===== src/rtl/mult_seq_ctrl_if.sv =====
// Operand/product handshake bundle for the sequential shift-add multiplier.
// The requester/consumer side uses the master modport, the controller the slave.
interface mult_seq_ctrl_if #(
    parameter int D_SIZE = 8
);
    logic                  in_valid;
    logic                  in_ready;
    logic [D_SIZE-1:0]     a_in;
    logic [D_SIZE-1:0]     b_in;
    logic                  out_valid;
    logic                  out_ready;
    logic [2*D_SIZE-1:0]   p_out;

    modport master (
        output in_valid, a_in, b_in, out_ready,
        input  in_ready, out_valid, p_out
    );

    modport slave (
        input  in_valid, a_in, b_in, out_ready,
        output in_ready, out_valid, p_out
    );
endinterface


===== src/rtl/mult_seq_ctrl.sv =====
// Sequencing controller for an iterative shift-add multiplier: accepts one
// operand pair, runs D_SIZE add/shift iterations and holds the product until
// it is consumed. All handshake outputs are decoded from state only.
module mult_seq_ctrl #(
    parameter int D_SIZE = 8,
    parameter int CNT_W  = 16
) (
    input  logic             clk_in,
    input  logic             rst_n_in,
    input  logic             abort_in,
    mult_seq_ctrl_if.slave   bus,
    output logic             busy,
    output logic [CNT_W-1:0] op_count
);
    localparam int IW = $clog2(D_SIZE);
    localparam logic [IW-1:0] LAST_ITER = IW'(D_SIZE - 1);

    typedef enum logic [1:0] {
        IDLE = 2'd0,
        RUN  = 2'd1,
        DONE = 2'd2
    } state_t;

    state_t              state;
    state_t              state_next;
    logic [D_SIZE-1:0]   a_sh;
    logic [2*D_SIZE-1:0] b_sh;
    logic [2*D_SIZE-1:0] acc;
    logic [2*D_SIZE-1:0] acc_next;
    logic [2*D_SIZE-1:0] p_reg;
    logic [IW-1:0]       iter;

    // Partial-product accumulation for the current iteration
    always_comb begin
        acc_next = acc;
        if (a_sh[0]) begin
            acc_next = acc + b_sh;
        end
    end

    // State register
    always_ff @(posedge clk_in) begin
        if (!rst_n_in) begin
            state <= IDLE;
        end else begin
            state <= state_next;
        end
    end

    // Next-state and state-decoded handshake outputs
    always_comb begin
        state_next    = state;
        bus.in_ready  = 1'b0;
        bus.out_valid = 1'b0;
        busy          = 1'b0;
        case (state)
            IDLE: begin
                bus.in_ready = 1'b1;
                if (!abort_in && bus.in_valid) begin
                    state_next = RUN;
                end
            end
            RUN: begin
                busy = 1'b1;
                if (abort_in) begin
                    state_next = IDLE;
                end else if (iter == LAST_ITER) begin
                    state_next = DONE;
                end
            end
            DONE: begin
                busy          = 1'b1;
                bus.out_valid = 1'b1;
                if (abort_in || bus.out_ready) begin
                    state_next = IDLE;
                end
            end
            default: state_next = IDLE;
        endcase
    end

    // Operand, accumulator, product and count registers; abort freezes them
    always_ff @(posedge clk_in) begin
        if (!rst_n_in) begin
            a_sh     <= '0;
            b_sh     <= '0;
            acc      <= '0;
            iter     <= '0;
            p_reg    <= '0;
            op_count <= '0;
        end else if (!abort_in) begin
            case (state)
                IDLE: begin
                    if (bus.in_valid) begin
                        a_sh <= bus.a_in;
                        b_sh <= {{D_SIZE{1'b0}}, bus.b_in};
                        acc  <= '0;
                        iter <= '0;
                    end
                end
                RUN: begin
                    acc  <= acc_next;
                    a_sh <= a_sh >> 1;
                    b_sh <= b_sh << 1;
                    iter <= iter + 1'b1;
                    if (iter == LAST_ITER) begin
                        p_reg <= acc_next;
                    end
                end
                DONE: begin
                    if (bus.out_ready) begin
                        op_count <= op_count + 1'b1;
                    end
                end
                default: ;
            endcase
        end
    end

    assign bus.p_out = p_reg;
endmodule


===== src/flat_wrapper.sv =====
// flat-port wrapper written by rule: the top's interface ports become plain ports
module mult_seq_ctrl_flat 
#(
    parameter int D_SIZE = 8,
    parameter int CNT_W  = 16
)
  (clk_in, rst_n_in, abort_in, busy, op_count, bus_in_valid, bus_a_in, bus_b_in, bus_out_ready, bus_in_ready, bus_out_valid, bus_p_out);
  mult_seq_ctrl_if #(.D_SIZE(D_SIZE)) bus_i ();
  input  logic clk_in;
  input  logic rst_n_in;
  input  logic abort_in;
  output logic busy;
  output logic [CNT_W-1:0] op_count;
  input wire logic [$bits(bus_i.in_valid)-1:0] bus_in_valid;
  input wire logic [$bits(bus_i.a_in)-1:0] bus_a_in;
  input wire logic [$bits(bus_i.b_in)-1:0] bus_b_in;
  input wire logic [$bits(bus_i.out_ready)-1:0] bus_out_ready;
  output wire logic [$bits(bus_i.in_ready)-1:0] bus_in_ready;
  output wire logic [$bits(bus_i.out_valid)-1:0] bus_out_valid;
  output wire logic [$bits(bus_i.p_out)-1:0] bus_p_out;
  assign bus_i.in_valid = bus_in_valid;
  assign bus_i.a_in = bus_a_in;
  assign bus_i.b_in = bus_b_in;
  assign bus_i.out_ready = bus_out_ready;
  assign bus_in_ready = bus_i.in_ready;
  assign bus_out_valid = bus_i.out_valid;
  assign bus_p_out = bus_i.p_out;
  mult_seq_ctrl #(.D_SIZE(D_SIZE), .CNT_W(CNT_W)) u_core (.clk_in(clk_in), .rst_n_in(rst_n_in), .abort_in(abort_in), .bus(bus_i), .busy(busy), .op_count(op_count));
endmodule

===== config.mk =====
export PLATFORM = sky130hd
export DESIGN_NAME = mult_seq_ctrl_flat
export DESIGN_NICKNAME = d
export VERILOG_FILES = /design/src/rtl/mult_seq_ctrl_if.sv /design/src/rtl/mult_seq_ctrl.sv /design/src/flat_wrapper.sv
export SDC_FILE = /design/constraint.sdc
export NUM_CORES = 1
export LEC_CHECK = 0
export ABC_CLOCK_PERIOD_IN_PS = 6200
export CAP_MARGIN = 20
export CORE_AREA = 8 8 134 136
export DETAILED_ROUTE_END_ITERATION = 12
export DIE_AREA = 0 0 142 144
export GPL_TIMING_DRIVEN = 0
export SYNTH_ARGS = -nofsm -noshare
export SYNTH_HDL_FRONTEND = slang
export SYNTH_SLANG_ARGS = --single-unit

===== constraint.sdc =====
create_clock -name clk_in -period 6.2 [get_ports clk_in]
set_input_delay 1.55 -clock clk_in [delete_from_list [all_inputs] [get_ports clk_in]]
set_output_delay 1.55 -clock clk_in [all_outputs]
set_load 0.02 [all_outputs]

==> impl_metrics.tcl <==
set metrics [dict create \
    cts.clk_slew.worst_paths_ns 0.06 \
    post-layout-total-power_mw 1.23 \
    first_global_vias 3563 \
    netSwitchingFraction_pct 24.7 \
    hold_path.class "register to register" \
    timing.final.crit_period_ns 3.25 \
    final_cell_utilization_of_the_core_pct 32.2 \
    vdd_ir_drop_max_mv 0.141 \
    synth_edf_count 0 \
    post_synthesis_to_final_layout_area_growth_pct 28.6 \
    regToRegStartpoint "u_core.b_sh[0]" \
    synth_nets 506 \
    grt_start_max_net_pins 14 \
    yosys.area.top_type_share_pct 38.3 \
    cts_tree "done" \
    cp_data_arrival_time_ns 3.45 \
    timing.critical_path.from_type "input pin" \
    die_y_extent_um 144 \
    initial_util_pct 25.1 \
    share_comb_of_total_power_pct 11.5 \
    synthArstFlopShare_pct 0 \
    floorplan.rows 47 \
    cellPowerDensity_nw_per_um2 239 \
    multi_input_comb_area_um2 2340 \
    dpl.hpwl_um 8670 \
    dpl-instance-area_um2 4850 \
    grtUsageTotal_pct 11.1 \
    fraction_of_layout_cells_with_a_size_suffix_above_1_pct 5.81 \
    post_synth_instance_area_um2 4020 \
    ys_seq_area_share_pct 38.3 \
    yosysUniqueCellTypes 58 \
    worst_hold_startpoint "u_core.bus.p_out[12]" \
    min_path_cells 2 \
    result_of_the_run "finished, final reports clean" \
    clock_skews_ns 0.00832 \
    avg_vias_per_cell 4.79 \
    worst_hold_path.endpoint "u_core.bus.p_out[12]" \
    synth.ff_latch_count 77 \
    hold_slack_ns 0.458 \
    total_wire_length_um 11100 \
    insertion_delay_ns 0.34 \
    num_vias 3615 \
    synthesis.area_per_instance_um2 8.69 \
    max_slew.worst_pin.slew_ns 0.713 \
    net-switching-power_uw 305 \
    fmaxAchievable_ghz 0.308 \
    fp.coreArea_um2 16100 \
    timing.final.max_slew_violations 0 \
    grt_overflow 0 \
    yosys.area.top_type "sky130_fd_sc_hd__dfxtp_1" \
    power_report.internal_total_uw 930 \
    final_hold_viol_count 0 \
    hold_buffers 0 \
    grt_first_pass_wirelength_um 18000 \
    antenna_violating_nets_post_route 0 \
    timing.reg2reg.worst_path_depth 8 \
    critPathRequiredTime_ns 6.40 \
    post_cts.repair.setup_buffers 0 \
    tns_ns 0 \
    routed_wire_length_per_instance_um 14.7 \
    timing.critical_path.fanout_max 8 \
    place.gp.congestion 0.876 \
    ys.warnings.count 0 \
    rr_endpoint "u_core.bus.p_out[8]" \
    maxSlewHeadroom_pct 52.5 \
    antennaDiodeCount 0 \
    design_area_um2 5170 \
    worstSetupPathType "input pin to register" \
    synth_top_flop_cell "sky130_fd_sc_hd__dfxtp_1" \
    cts.htree.levels 3 \
    clockPowerShare_pct 46.6 \
    design.final.nets 572 \
    power.leakage_nw 1.87 \
    die_w_um 142 \
    p_seq_share_pct 42.0 \
    fin_crit_sh_pct 52.3 \
    drt_pass1_iterations 4 \
    numCtsBuffers 9 \
    maxCapViolations 0 \
    post-route-drc-count 0 \
    port-buffer-count 55 \
    number_of_ports_placed_on_the_die_boundary 56 \
    critical_path_end_type "register" \
    finalSetupViolations 0 \
    cts-root-to-sink-buffers 2 \
    clockRootBuffer "sky130_fd_sc_hd__clkbuf_16" \
    cts_repair_resize_count 0 \
    seqCellArea_um2 1540 \
    antenna_found_initial 0 \
    die-area_um2 20400 \
    num-fill-cells 1683 \
    synthTopCellsByArea "sky130_fd_sc_hd__dfxtp_1 38%, sky130_fd_sc_hd__mux2i_1 7.0%, sky130_fd_sc_hd__ha_1 6.5%" \
    worst_reg_to_reg_setup_slack_ns 3.63 \
    cts_sinks 77 \
    drtIter0Drc 226 \
    post_synth_inst_count 463 \
    setup_repair_after_global_routing_missed_its_margin "no" \
]
-- worst max-delay path by stage --
stage                         from                   to  cells after the start
after floorplan           abort_in  u_core.op_count[13]                      7
after global placement    abort_in  u_core.op_count[15]                      8
after detailed placement  abort_in  u_core.op_count[15]                      8
after CTS                 abort_in  u_core.op_count[15]                      8
after global routing      abort_in  u_core.op_count[13]                      8
final                     abort_in  u_core.op_count[15]                      8
-- registers in the layout, summed over array words and instances (netlist names) --
register / flops
u_core.op_count: 16
u_core.acc: 16
u_core.a_sh: 8
u_core.state: 2
u_core.bus.p_out: 16
u_core.b_sh: 16
u_core.iter: 3
-- synth_stat cells, types with 2 or more instances --
cell                        count
sky130_fd_sc_hd__dfxtp_1       77
sky130_fd_sc_hd__nor2_1        55
sky130_fd_sc_hd__nand2_1       37
sky130_fd_sc_hd__a21oi_1       31
sky130_fd_sc_hd__mux2i_1       28
sky130_fd_sc_hd__a211oi_1      23
sky130_fd_sc_hd__ha_1          21
sky130_fd_sc_hd__nand3_1       21
sky130_fd_sc_hd__clkbuf_1      19
sky130_fd_sc_hd__o21ai_0       16
sky130_fd_sc_hd__xor2_1        13
sky130_fd_sc_hd__xnor2_1       11
sky130_fd_sc_hd__o21ai_1        9
sky130_fd_sc_hd__inv_1          7
sky130_fd_sc_hd__nand4_1        7
sky130_fd_sc_hd__a21o_1         6
sky130_fd_sc_hd__a22oi_1        6
sky130_fd_sc_hd__nand2b_1       6
sky130_fd_sc_hd__o211ai_1       6
sky130_fd_sc_hd__or3_1          5
sky130_fd_sc_hd__and2_1         4
sky130_fd_sc_hd__and3_1         4
sky130_fd_sc_hd__buf_2          4
sky130_fd_sc_hd__a2bb2oi_1      3
sky130_fd_sc_hd__a31oi_1        3
sky130_fd_sc_hd__buf_1          3
sky130_fd_sc_hd__nand3b_1       3
sky130_fd_sc_hd__a2111oi_0      2
sky130_fd_sc_hd__nor3_1         2
sky130_fd_sc_hd__o2bb2ai_1      2
sky130_fd_sc_hd__or2_2          2
-- cell families after synthesis --
kind of cell | synth area share, %
and+or+nand+nor | 17.9
adders and majority gates | 7.03
buffers and inverters | 3.58
xor gates and xnor gates | 5.23
AOI/OAI and AO/OA | 21.0
muxes | 6.97
DFF | 38.3
-- placed cells by master, fill, tap and decap left out, types with 3 or more instances in the layout --
| master | count |
|---|---|
| sky130_fd_sc_hd__and3_1 | 4 |
| sky130_fd_sc_hd__a31oi_1 | 3 |
| sky130_fd_sc_hd__xnor2_1 | 11 |
| sky130_fd_sc_hd__or3_1 | 5 |
| sky130_fd_sc_hd__clkbuf_16 | 9 |
| sky130_fd_sc_hd__nand3_1 | 21 |
| sky130_fd_sc_hd__nand4_1 | 7 |
| sky130_fd_sc_hd__nand2_1 | 37 |
| sky130_fd_sc_hd__a2bb2oi_1 | 3 |
| sky130_fd_sc_hd__a21oi_1 | 31 |
| sky130_fd_sc_hd__mux2i_1 | 28 |
| sky130_fd_sc_hd__nand3b_1 | 3 |
| sky130_fd_sc_hd__buf_2 | 4 |
| sky130_fd_sc_hd__a22oi_1 | 6 |
| sky130_fd_sc_hd__inv_1 | 7 |
| sky130_fd_sc_hd__a21o_1 | 6 |
| sky130_fd_sc_hd__nor2_1 | 55 |
| sky130_fd_sc_hd__and2_1 | 4 |
| sky130_fd_sc_hd__clkbuf_1 | 20 |
| sky130_fd_sc_hd__ha_1 | 21 |
| sky130_fd_sc_hd__xor2_1 | 13 |
| sky130_fd_sc_hd__buf_1 | 3 |
| sky130_fd_sc_hd__o21ai_1 | 9 |
| sky130_fd_sc_hd__nand2b_1 | 6 |
| sky130_fd_sc_hd__dfxtp_1 | 77 |
| sky130_fd_sc_hd__clkdlybuf4s50_1 | 55 |
| sky130_fd_sc_hd__o21ai_0 | 16 |
| sky130_fd_sc_hd__a211oi_1 | 23 |
| sky130_fd_sc_hd__o211ai_1 | 6 |
-- layer usage --
metal,track usage [%],wire (um)
met4,4.24,142
met1,13.6,5180
met3,2.91,675
met2,18.3,5070
met5,0,0
-- final cells by class --
cell class                      count  area share (%)
Multi-Input combinational cell    351            45.2
Sequential cell                    77            29.8
Timing Repair Buffer               55            10.6
Tap cell                          220            5.32
Clock buffer                       11            4.69
Buffer                             27            2.20
Clock inverter                      5            1.60
Inverter                            8           0.580
-- metrics by stage --
stage	setup WS, ns	instances
after global routing	2.77	754
after global placement	2.63	738
after floorplan	3.39	463
final	2.95	754
after CTS	2.94	754
after detailed placement	2.58	738
-- worst max-delay path, cell delays in order --
cell                              delay, ns
sky130_fd_sc_hd__clkdlybuf4s50_1       0.51
sky130_fd_sc_hd__and3b_1               0.25
sky130_fd_sc_hd__buf_2                 0.16
sky130_fd_sc_hd__nand4_1               0.30
sky130_fd_sc_hd__nor3_2                0.35
sky130_fd_sc_hd__nand3_1               0.13
sky130_fd_sc_hd__xor2_1                0.15
sky130_fd_sc_hd__nor2_1                0.05
-- power by group through the flow --
stage	registers, mW	clock network (mW)	logic, mW
floorplan	0.525	0	0.0962
global placement	0.528	0	0.138
detailed placement	0.529	0	0.141
CTS	0.518	0.583	0.142
global route	0.519	0.604	0.155
finish	0.518	0.575	0.142
Note: power is estimated with default switching activity, not from simulation.
